==> config.mk <==
export PLATFORM = sky130hd
export DESIGN_NAME = m_lsu
export DESIGN_NICKNAME = d
export VERILOG_FILES = /design/src/rtl/m_lsu.sv
export SDC_FILE = /design/constraint.sdc
export NUM_CORES = 1
export LEC_CHECK = 0
export BUFFER_PORTS_ARGS = -buffer_cell sky130_fd_sc_hd__buf_2
export CAP_MARGIN = 25
export CORE_ASPECT_RATIO = 0.6
export CORE_MARGIN = 3
export CORE_UTILIZATION = 48
export DETAILED_ROUTE_END_ITERATION = 8
export GPL_TIMING_DRIVEN = 0
export HOLD_SLACK_MARGIN = 0.15
export PLACE_DENSITY_LB_ADDON = 0.2
export SETUP_SLACK_MARGIN = 0.02
export SYNTH_ARGS = -nofsm -noshare
export SYNTH_HDL_FRONTEND = slang
export SYNTH_SLANG_ARGS = --single-unit
==> constraint.sdc <==
create_clock -name clk -period 4.8 [get_ports clk]
set_clock_uncertainty 0.15 [all_clocks]
set_input_delay 1.2 -clock clk [delete_from_list [all_inputs] [get_ports clk]]
set_output_delay 1.2 -clock clk [all_outputs]
set_load 0.05 [all_outputs]
==> src/rtl/m_lsu.sv <==
`default_nettype none
// ============================================================================
// Module      : m_lsu
// Description : Memory-stage load/store unit. Accepts one load or store per
//               transaction, drives a variable-latency data memory through a
//               req/ready handshake, generates byte enables and lane-shifted
//               store data, and sign/zero-extends load data. 'busy' freezes
//               the pipeline from acceptance until the response cycle.
// Ports       : clk, reset (async, active high)
//               req_*  : transaction from the M stage (sampled while !busy)
//               mem_*  : data memory handshake, registered request fields
//               busy, resp_valid, resp_rdata, resp_exc : response side
// Config      : LSU_ALIGN_CHECK_EN - when defined, misaligned accesses skip
//               the memory and respond with resp_exc=1; when undefined the
//               offset is rounded down to the natural boundary.
// Revision    : 1.0 - initial release
// ============================================================================
module m_lsu #(
    parameter int DATA_W = 32,
    parameter int ADDR_W = 32
) (
    input  logic                clk,
    input  logic                reset,
    input  logic                req_valid,
    input  logic                req_we,
    input  logic [1:0]          req_size,
    input  logic                req_unsigned,
    input  logic [ADDR_W-1:0]   req_addr,
    input  logic [DATA_W-1:0]   req_wdata,
    output logic                mem_req,
    output logic                mem_we,
    output logic [ADDR_W-1:0]   mem_addr,
    output logic [DATA_W/8-1:0] mem_be,
    output logic [DATA_W-1:0]   mem_wdata,
    input  logic                mem_ready,
    input  logic [DATA_W-1:0]   mem_rdata,
    output logic                busy,
    output logic                resp_valid,
    output logic [DATA_W-1:0]   resp_rdata,
    output logic                resp_exc
);

    localparam int BYTES = DATA_W / 8;
    localparam int OFF_W = $clog2(BYTES);
    localparam logic [1:0] c_MAX_SIZE = 2'(OFF_W);

    typedef enum logic [1:0] {
        S_IDLE   = 2'd0,
        S_ACCESS = 2'd1,
        S_RESP   = 2'd2
    } t_state;

    t_state r_state;
    t_state w_nextState;

    // Expand a byte-lane mask into a bit mask
    function automatic logic [DATA_W-1:0] f_laneMask(input logic [BYTES-1:0] be);
        logic [DATA_W-1:0] m;
        m = '0;
        for (int i = 0; i < BYTES; i++) begin
            m[8*i +: 8] = {8{be[i]}};
        end
        return m;
    endfunction

    // ---------------- request decode ----------------
    logic [1:0]        w_sizeClamped;
    logic [OFF_W:0]    w_reqBytes;
    logic [OFF_W-1:0]  w_lowMask;
    logic [OFF_W-1:0]  w_reqOff;
    logic [BYTES-1:0]  w_reqField;
    logic [BYTES-1:0]  w_reqBe;
    logic [DATA_W-1:0] w_reqWdata;
    logic              w_accept;

    assign w_sizeClamped = (req_size > c_MAX_SIZE) ? c_MAX_SIZE : req_size;
    assign w_reqBytes    = {{OFF_W{1'b0}}, 1'b1} << w_sizeClamped;
    // Offset bits that must be zero for a naturally aligned access
    assign w_lowMask     = ~({OFF_W{1'b1}} << w_sizeClamped);

`ifdef LSU_ALIGN_CHECK_EN
    logic w_misaligned;
    assign w_misaligned  = |(req_addr[OFF_W-1:0] & w_lowMask);
    assign w_reqOff      = req_addr[OFF_W-1:0];
`else
    // Round a misaligned address down to its natural boundary
    assign w_reqOff      = req_addr[OFF_W-1:0] & ~w_lowMask;
`endif

    // n contiguous ones starting at bit 0; n == BYTES shifts everything out
    assign w_reqField = ~({BYTES{1'b1}} << w_reqBytes);
    assign w_reqBe    = w_reqField << w_reqOff;
    assign w_reqWdata = (req_wdata << {w_reqOff, 3'b000}) & f_laneMask(w_reqBe);
    assign w_accept   = (r_state == S_IDLE) && req_valid;

    // ---------------- FSM ----------------
    always_ff @(posedge clk or posedge reset) begin
        if (reset) begin
            r_state <= S_IDLE;
        end else begin
            r_state <= w_nextState;
        end
    end

    always_comb begin
        w_nextState = r_state;
        case (r_state)
            S_IDLE: begin
                if (req_valid) begin
`ifdef LSU_ALIGN_CHECK_EN
                    w_nextState = w_misaligned ? S_RESP : S_ACCESS;
`else
                    w_nextState = S_ACCESS;
`endif
                end
            end
            S_ACCESS: begin
                if (mem_ready) begin
                    w_nextState = S_RESP;
                end
            end
            S_RESP:  w_nextState = S_IDLE;
            default: w_nextState = S_IDLE;
        endcase
    end

    // ---------------- latched transaction ----------------
    logic              r_memWe;
    logic [ADDR_W-1:0] r_memAddr;
    logic [BYTES-1:0]  r_memBe;
    logic [DATA_W-1:0] r_memWdata;
    logic [OFF_W-1:0]  r_off;
    logic [BYTES-1:0]  r_field;
    logic              r_unsigned;
    logic [DATA_W-1:0] r_respRdata;

    // ---------------- load extraction ----------------
    logic [DATA_W-1:0] w_shifted;
    logic [DATA_W-1:0] w_fieldMask;
    logic              w_signBit;
    logic [DATA_W-1:0] w_loadData;

    assign w_shifted   = mem_rdata >> {r_off, 3'b000};
    assign w_fieldMask = f_laneMask(r_field);
    // Top bit of the selected field: the only mask bit whose upper neighbour is clear
    assign w_signBit   = |(w_shifted & w_fieldMask & ~(w_fieldMask >> 1));
    assign w_loadData  = (w_shifted & w_fieldMask) |
                         ((!r_unsigned && w_signBit) ? ~w_fieldMask : '0);

`ifdef LSU_ALIGN_CHECK_EN
    logic r_respExc;
`endif

    always_ff @(posedge clk or posedge reset) begin
        if (reset) begin
            r_memWe     <= 1'b0;
            r_memAddr   <= '0;
            r_memBe     <= '0;
            r_memWdata  <= '0;
            r_off       <= '0;
            r_field     <= '0;
            r_unsigned  <= 1'b0;
            r_respRdata <= '0;
`ifdef LSU_ALIGN_CHECK_EN
            r_respExc   <= 1'b0;
`endif
        end else if (w_accept) begin
            r_memWe     <= req_we;
            r_memAddr   <= {req_addr[ADDR_W-1:OFF_W], {OFF_W{1'b0}}};
            r_memBe     <= w_reqBe;
            r_memWdata  <= w_reqWdata;
            r_off       <= w_reqOff;
            r_field     <= w_reqField;
            r_unsigned  <= req_unsigned;
            // Cleared here so exception responses report zero data
            r_respRdata <= '0;
`ifdef LSU_ALIGN_CHECK_EN
            r_respExc   <= w_misaligned;
`endif
        end else if ((r_state == S_ACCESS) && mem_ready) begin
            r_respRdata <= r_memWe ? '0 : w_loadData;
        end
    end

    // ---------------- outputs ----------------
    assign mem_req    = (r_state == S_ACCESS);
    assign busy       = (r_state != S_IDLE);
    assign resp_valid = (r_state == S_RESP);
    assign mem_we     = r_memWe;
    assign mem_addr   = r_memAddr;
    assign mem_be     = r_memBe;
    assign mem_wdata  = r_memWdata;
    assign resp_rdata = r_respRdata;
`ifdef LSU_ALIGN_CHECK_EN
    assign resp_exc   = r_respExc;
`else
    assign resp_exc   = 1'b0;
`endif

endmodule
`default_nettype wire

==> results of run 1 <==
-- registers in the layout, summed over array words and instances, names as in the netlist --
register,cells
mem_addr,30
mem_be,4
mem_wdata,32
mem_we,1
r_field,3
r_off,2
r_state,2
r_unsigned,1
resp_rdata,32
-- path summary, 6_finish.rpt --
kind	end	cells past startpoint	slack, ns
min in group asynchronous	mem_addr[14]	2	0.85
max	mem_req	2	2.10
min	mem_addr[26]	2	0.32
max reg2reg	resp_rdata[2]	5	2.62
max in group asynchronous	mem_wdata[13]	3	2.95
min reg2reg	mem_addr[26]	2	0.32
-- metrics by stage --
step	power, mW	hold slack, ns	setup WS [ns]	util
after global routing	4.76	0.350	2.00	0.655
after floorplan	3.18	0.336	0.633	-
after global placement	3.76	0.300	-0.543	0.623
final	4.54	0.320	2.10	0.655
after CTS	4.55	0.323	2.09	0.655
after detailed placement	3.81	0.307	1.89	0.626
-- logic make-up after synthesis --
family                 Yosys count
DFF                            107
muxes                           49
buffers and inverters           39
other                            1
AOI/OAI and AO/OA               94
and+or+nand+nor                208
-- critical path, stage by stage, from the launching register on --
cell	delay, ns
dfrtp_1	0.43
nor2b_1	0.26
buf_2	0.32
-- layer usage --
metal | up-vias | share of wire | global-route usage
met4 | 0 | 0.012 | 0.0604
met2 | 267 | 0.45 | 0.414
met3 | 20 | 0.11 | 0.0914
met5 | - | 0 | 0
met1 | 2336 | 0.43 | 0.363
li1 | 2181 | - | -
-- placed cells by master, fill, tap and decap left out, types with 6 or more instances in the layout --
cell type,count
a21oi_1,10
a221o_1,24
a22o_1,8
a32o_1,8
buf_2,217
buf_4,6
clkbuf_1,10
clkbuf_16,9
dfrtp_1,107
mux2_2,9
mux2i_1,39
nand2_1,163
nand3_1,8
nor2_1,12
o21ai_0,19
o221ai_1,8
o2bb2ai_1,8
-- where the power goes --
part / internal [mW] / switching [mW]
Clock: 0.416 / 0.311
Sequential: 1.23 / 0.206
Combinational: 0.566 / 1.80
-- layout make-up --
cell class / count / area, um2
fillers: 864 / 3480
clock inverters: 4 / 51.3
repair buffers: 205 / 1050
clock buffers: 11 / 243
well taps: 135 / 169
multi-input cells: 354 / 2210
inverters: 5 / 21.3
plain buffers: 34 / 189
flip-flops and latches: 107 / 2680
==> run metrics, run 1 <==
I/O pin count ~210; Starting Density 0.504; number of synthesized flops with an enable pin 0; top cell type's share of synthesized area 0.526; grt ovf 0; Worst Setup Path Type reg -> out; largest family of logic cells by synthesized area simple AND/OR/NAND/NOR gates; number of CTS-inserted buffers 9; proportion of layout cells with a drive suffix above 1 0.369; via count of the first global-routing pass approximately 5k; largest cells by area after synthesis dfrtp_1, nand2_1, mux2i_1, a221o_1, mux2_2; Clock transition at path regs 0.07 ns; crit path DAT 1.35 ns; Seq/Total Area, Yosys 0.526; setup violators final 0; CP Launch Point r_state[0]; Compound-Gate Fraction of Synth Area 0.151; worst-margin pin slew between 1 and 1.5 ns; Netlist cell types 46; RR Startpoint r_off[0]; largest area contributor in the netlist dfrtp_1; Max Root-Sink Buffers 2; Required @ worst endpoint 3.45 ns; post-synthesis async set-or-reset flop share 1.00; status finished, final reports clean; CTS Hold Bufs 0; CP endpoint kind primary output; Leakage approximately 3.5 nW; simple-gate share of the synthesized area 0.180; IO Port Bufs 204; post-route cell area 0.00661 mm2; Post-Synth XOR/XNOR Area 0; Yosys warning count 0; worst hold start mem_addr[26]; initial antenna violation count 0; period utilization 0.562; total die area 0.0119 mm2; num rows 28; slew margin rel. 0.299; post-layout minimum cycle time around 2.7 ns; number of antenna-violating nets in the routed design 0; core area about 0.01 mm2; ant diodes 0; fin cells between 800 and 900; final hold viol count 0; max-slew violation count 0; DRC viols 0; pin count of the biggest net entering global routing 60; first-pass GRT wire length between 20 and 30 mm; #FFs+latches synth about 110; Worst Hold Class reg -> reg; total wire length around 16 mm; Root Buffer clkbuf_16; Resized cells post-CTS 0; placed cell area approximately 0.0063 mm2; DR pass1 iterations 5; die width 139 um; sum of negative setup slack 0 ns; crit path max fanout 6; WL per Instance 18.4 um; mux share of post-synthesis cell area 0.101; dpl cells 840; die height roughly 86 um; Adder-Cell Fraction of Synth Area 0; TritonCTS Sinks roughly 110; # Post-CTS Setup Buffers 0; dpl hpwl around 12 mm; DRT iter0 DRCs roughly 320; total track usage 0.265; fmax around 370 MHz; # nets final between 800 and 900; RePlAce Congestion about 0.90; max-cap violations 0; most frequent cell after synthesis nand2_1; Mapped Cells approximately 500; Worst VDD drop 0.483 mV; H-tree Lvls 3; Primary FF master, synth dfrtp_1; CTS tree yes; latest clock arrival within the worst-skew pair roughly 0.33 ns; RSZ-0062 raised after global routing false; Post-Syn Area 0.00509 mm2; Area growth, synth to finish 29.9%; DR vias/cell roughly 5.6; startpoint types flip-flop; Syn Area/Cell 10.2 um2; Vias just under 5k; power per cell area roughly 690 mW/mm2; top post-synthesis cells by count nand2_1, dfrtp_1, mux2i_1
No activity file was read; power rests on OpenSTA's default activity.
==> run 2, diff against run 1 <==
Settings changed: CORE_UTILIZATION 48 to 44.
Clock period 4.8 ns to 2.2 ns, I/O delays scaled along.
==> run 2 against run 1 <==
Sequential power rose by 120%. Register-to-register slack got worse by 2.5 ns. Non-clock buffer count rose by 2. Count of clock-buffer cells in the layout fell by 2. Cell area rose by 1.7%. Cell count rose by 2.7%. Worst setup slack got worse by 2.0 ns. Largest cell class unchanged. Worst hold slack got worse by 0.078 ns. Clock power rose to 2.5 times the previous value. First-iteration DRC count rose by 50%. Die area rose by 8.6%.
==> run metrics, run 2 (same netlist as run 1, synthesis figures left out) <==
worst-margin pin slew between 0.9 and 1 ns; Tot Pwr 10.2 mW; total wire length between 15 and 20 mm; fin cells 878; Root Buffer clkbuf_16; Worst Hold Class in -> reg; status finished, final reports clean; Max Root-Sink Buffers 2; ant diodes 0; sum of negative setup slack 0 ns; CP endpoint kind flip-flop; # nets final roughly 800; IO Port Bufs between 200 and 250; latest clock arrival within the worst-skew pair roughly 0.34 ns; die width 145 um; Worst Setup Path Type reg -> reg; core area about 0.011 mm2; first-pass GRT wire length 24.2 mm; Required @ worst endpoint around 2.3 ns; I/O pin count 209; dpl hpwl 12.2 mm; H-tree Lvls 3; RR Startpoint r_off[0]; DR vias/cell between 5 and 6; period utilization 0.961; Worst VDD drop 1.00 mV; die height roughly 89 um; RePlAce Congestion between 0.8 and 0.9; slew margin rel. 0.374; family with the most delay on the worst path buffers and inverters; DRT iter0 DRCs roughly 490; dpl cells between 800 and 900; final worst slack 0.0862 ns; Critical path buffers and inverters 2; total track usage 0.245; crit path cell chain buf_2 -> clkbuf_4 -> mux2_2 -> a21oi_1 -> o221ai_1; max-cap violations 0; CP Launch Point r_off[0]; DRC viols 0; pin count of the biggest net entering global routing 44; CTS tree yes; number of antenna-violating nets in the routed design 0; RSZ-0062 raised after global routing false; DR pass1 iterations 5; Leakage approximately 3.6 nW; grt ovf 0; post-route cell area roughly 0.0067 mm2; initial antenna violation count 1; Fillers slightly above 900; TritonCTS Sinks around 110; # Post-CTS Setup Buffers 0; Starting Density 0.466; max-slew violation count 0; Setup WS pre-CTS -0.00705 ns; post-layout minimum cycle time 2.11 ns; via count of the first global-routing pass between 4k and 5k; most frequent cells in the layout buf_2, nand2_1, dfrtp_1, mux2i_1, a221o_1; Vias ~4.7k; placed cell area 0.00636 mm2; total die area between 0.01 and 0.015 mm2; WL per Instance about 18 um; crit path max fanout 10; number of CTS-inserted buffers 9; worst hold start req_addr[21]; startpoint types flip-flop; num rows 29; crit path DAT between 2 and 2.5 ns; most common cell after layout, fill and taps aside buf_2; fmax roughly 470 MHz; power per cell area between 1500 and 2000 mW/mm2; final hold viol count 0; setup violators final 0; slowest library cell on the worst path dfrtp_1; proportion of layout cells with a drive suffix above 1 0.376; Area growth, synth to finish 32.1%; Clock transition at path regs 0.07 ns; CP peak stage delay roughly 0.39 ns
## run 2: cell types whose count changed in the layout (fill, tap and decap cells not counted), sizes merged
cell / before / now
bufinv: 1 / 3
clkbuf: 20 / 19
dlygate4sd3: 0 / 1
inv: 5 / 6
## run 2: repair_timing
item                                    CTS  global route
endpoints found under the setup margin    0             7
hold endpoints to repair                 22             0
gates resized for setup                   0             4
hold buffers                              1             0
## run 2: power breakdown
part	switching, mW	internal, mW	total, mW
logic	3.92	1.24	5.16
registers	0.469	2.69	3.16
clock network	0.728	1.12	1.85
## run 2: final timing paths
| kind | end | slack [ns] | cells past startpoint |
|---|---|---|---|
| worst max-delay path | resp_rdata[3] | 0.09 | 5 |
| worst min-delay path | mem_addr[21] | 0.24 | 3 |
| worst max register to register | resp_rdata[3] | 0.09 | 5 |
| worst min register to register | mem_addr[15] | 0.32 | 2 |
| max in group asynchronous | mem_addr[29] | 0.63 | 4 |
| min in group asynchronous | mem_be[3] | 0.67 | 3 |
## run 2: stage by stage
| stage | utilization | hold WS (ns) |
|---|---|---|
| 3_5_place_dp | 0.582 | 0.311 |
| 6_report | 0.616 | 0.242 |
| 3_3_place_gp | 0.578 | 0.303 |
| 2_1_floorplan | - | 0.336 |
| 5_1_grt | 0.616 | 0.227 |
| 4_1_cts | 0.615 | 0.232 |
## run 2: final cells by class
type / instances / area, um2 / share of cell area
buffer: 34 / 193 / 0.0287
timing repair buffer: 207 / 1070 / 0.159
inverter: 5 / 22.5 / 0.00335
clock buffer: 9 / 225 / 0.0335
multi-input combinational: 354 / 2220 / 0.330
clock inverter: 7 / 121 / 0.0181
sequential: 107 / 2680 / 0.398
tap: 155 / 194 / 0.0288
## run 2: tightest hold or removal path, cell delays in order
cell and delay [ns]:
buf_2 0.07, nand2_1 0.04, nand2_1 0.04
## run 2: layer usage
| layer | GRT usage | wire, um | vias up |
|---|---|---|---|
| met3 | 0.0727 | 1780 | 23 |
| met4 | 0.0601 | 174 | 2 |
| met1 | 0.362 | 7200 | 2266 |
| li1 | - | - | 2191 |
| met2 | 0.356 | 6770 | 240 |
| met5 | 0 | 7 | - |
==> run 3, diff against run 2 <==
Settings changed: PLACE_DENSITY_LB_ADDON 0.2 to 0.1.
==> run 3 against run 2 <==
Critical path depth unchanged. Global-route usage decreased by 0.13 points. Combinational power about the same. Via count increased by 0.28%. Worst hold slack got worse by 0.0030 ns. Sequential share of layout area increased by 0.34 points. Core utilization decreased by 0.53 points. Power decreased by 3.0%. Sequential cell count unchanged. First-iteration DRC count decreased by 28%.
==> run metrics, run 3 (same netlist as run 1, synthesis figures left out) <==
max-slew violation count 0; post-layout minimum cycle time 2.07 ns; setup violators final 0; # Post-CTS Setup Buffers 0; final hold viol count 0; startpoint types flip-flop; Int Power ~4.7 mW; RR Startpoint r_off[0]; pin count of the biggest net entering global routing 43; GRT Max-Usage Layer met1; RSZ-0062 raised after global routing true; TritonCTS Sinks approximately 110; Worst Hold Class in -> reg; dpl cells around 860; clock group share of total power 0.159; most frequent cells in the layout buf_2, nand2_1, dfrtp_1, mux2i_1, a221o_1; grt met1 use 0.362; worst hold start req_addr[3]; dpl hpwl 12.1 mm; slew margin rel. 0.356; DRT iter0 DRCs 350; placed cell area between 0.006 and 0.007 mm2; Hold Crit Endpoint mem_addr[3]; H-tree Lvls 3; ant diodes 0; most common cell after layout, fill and taps aside buf_2; Worst VDD drop just under 1 mV; number of antenna-violating nets in the routed design 0; WL per Instance between 15 and 20 um; worst-margin pin slew approximately 0.97 ns; core area around 0.011 mm2; I/O pin count around 210; CP endpoint kind flip-flop; num rows 29; sw frac 0.519; number of CTS-inserted buffers 9; Area growth, synth to finish 31.0%; post-route cell area around 0.0067 mm2; DRC viols 0; proportion of layout cells with a drive suffix above 1 0.378; die width 145 um; Max Root-Sink Buffers 2; GR met2 Demand/Resource 0.356; Worst Setup Path Type reg -> reg; total wire length 15.8 mm; power per cell area around 1500 mW/mm2; # nets final 822; Required @ worst endpoint approximately 2.3 ns; IO Port Bufs 204; flop2flop setup slack around 0.13 ns; initial antenna violation count 0; CTS tree yes; Vias roughly 4.7k; DR pass1 iterations 5; reg2reg path depth 5; die height between 80 and 90 um; first-pass GRT wire length around 24 mm; via count of the first global-routing pass about 4.6k; Reg power frac 0.319; fin cells around 880; RePlAce Congestion about 0.87; DR vias/cell 5.39; met3 global-route usage 0.0684; period utilization 0.940; crit path DAT 2.12 ns; total track usage 0.244; Hold Path Stages 3; crit path max fanout 10; Leakage about 3.6 nW; CP Launch Point r_off[0]; fmax around 480 MHz; final worst slack 0.132 ns; Clock transition at path regs 0.08 ns; Psw ~5 mW; latest clock arrival within the worst-skew pair ~0.34 ns; Starting Density 0.466; max-cap violations 0; status finished, final reports clean; worst r2r dst resp_rdata[2]; Root Buffer clkbuf_16; Setup WS pre-CTS between 0.004 and 0.005 ns; combinational cell fraction of total power 0.522; grt ovf 0; total die area between 0.01 and 0.015 mm2
[run 3: metrics by stage]
| step | hold slack, ns | TNS [ns] | utilization | power (mW) |
|---|---|---|---|---|
| after floorplan | 0.336 | 0 | - | 6.94 |
| after global placement | 0.299 | -53.96 | 0.578 | 8.23 |
| after detailed placement | 0.309 | 0 | 0.582 | 8.31 |
| after CTS | 0.228 | 0 | 0.609 | 9.90 |
| after global routing | 0.236 | -0.0453 | 0.610 | 10.4 |
| final | 0.239 | 0 | 0.610 | 9.87 |
[run 3: power by group through the flow]
stage | registers (mW) | logic [mW] | clock network (mW)
5_1_grt | 3.23 | 5.46 | 1.66
6_report | 3.15 | 5.16 | 1.57
3_5_place_dp | 3.15 | 5.16 | 0
2_1_floorplan | 5.56 | 1.38 | 0
3_3_place_gp | 3.13 | 5.10 | 0
4_1_cts | 3.14 | 5.16 | 1.60
[run 3: cell type report]
cell class                 count  area (um2)
buffer                        34         193
timing repair buffer         207        1070
fill                         969        4260
tap                          155         194
clock buffer                  10         239
sequential                   107        2680
inverter                       5        22.5
clock inverter                 6        45.0
multi-input combinational    354        2220
[run 3: critical path: stages, from the launching register on]
cell      delay [ns]
dfrtp_1         0.37
buf_2           0.27
clkbuf_4        0.30
mux2_2          0.37
a21oi_1         0.30
o221ai_1        0.16
[run 3: worst max path at each step]
stage	endpoint	slack, ns	depth (start not counted)
2_1_floorplan	resp_rdata[31]	0.20	4
6_report	resp_rdata[2]	0.13	5
4_1_cts	resp_rdata[23]	0.07	3
5_1_grt	resp_rdata[25]	-0.01	3
3_3_place_gp	mem_addr[4]	-0.51	2
3_5_place_dp	resp_rdata[23]	0.004	4
[run 3: layer usage]
metal | routed length, um | up-vias | share of wire
met5 | 0 | - | 0
met4 | 137 | 0 | 0.0087
met3 | 1550 | 10 | 0.098
met2 | 6840 | 226 | 0.43
met1 | 7270 | 2312 | 0.46
li1 | - | 2187 | -
[run 3: timing repair]
action / 4_1_cts / 5_1_grt
endpoints found under the hold margin: 26 / 0
gates resized for setup: 0 / 5
endpoints found under the setup margin: 0 / 13
hold buffers: 1 / 0
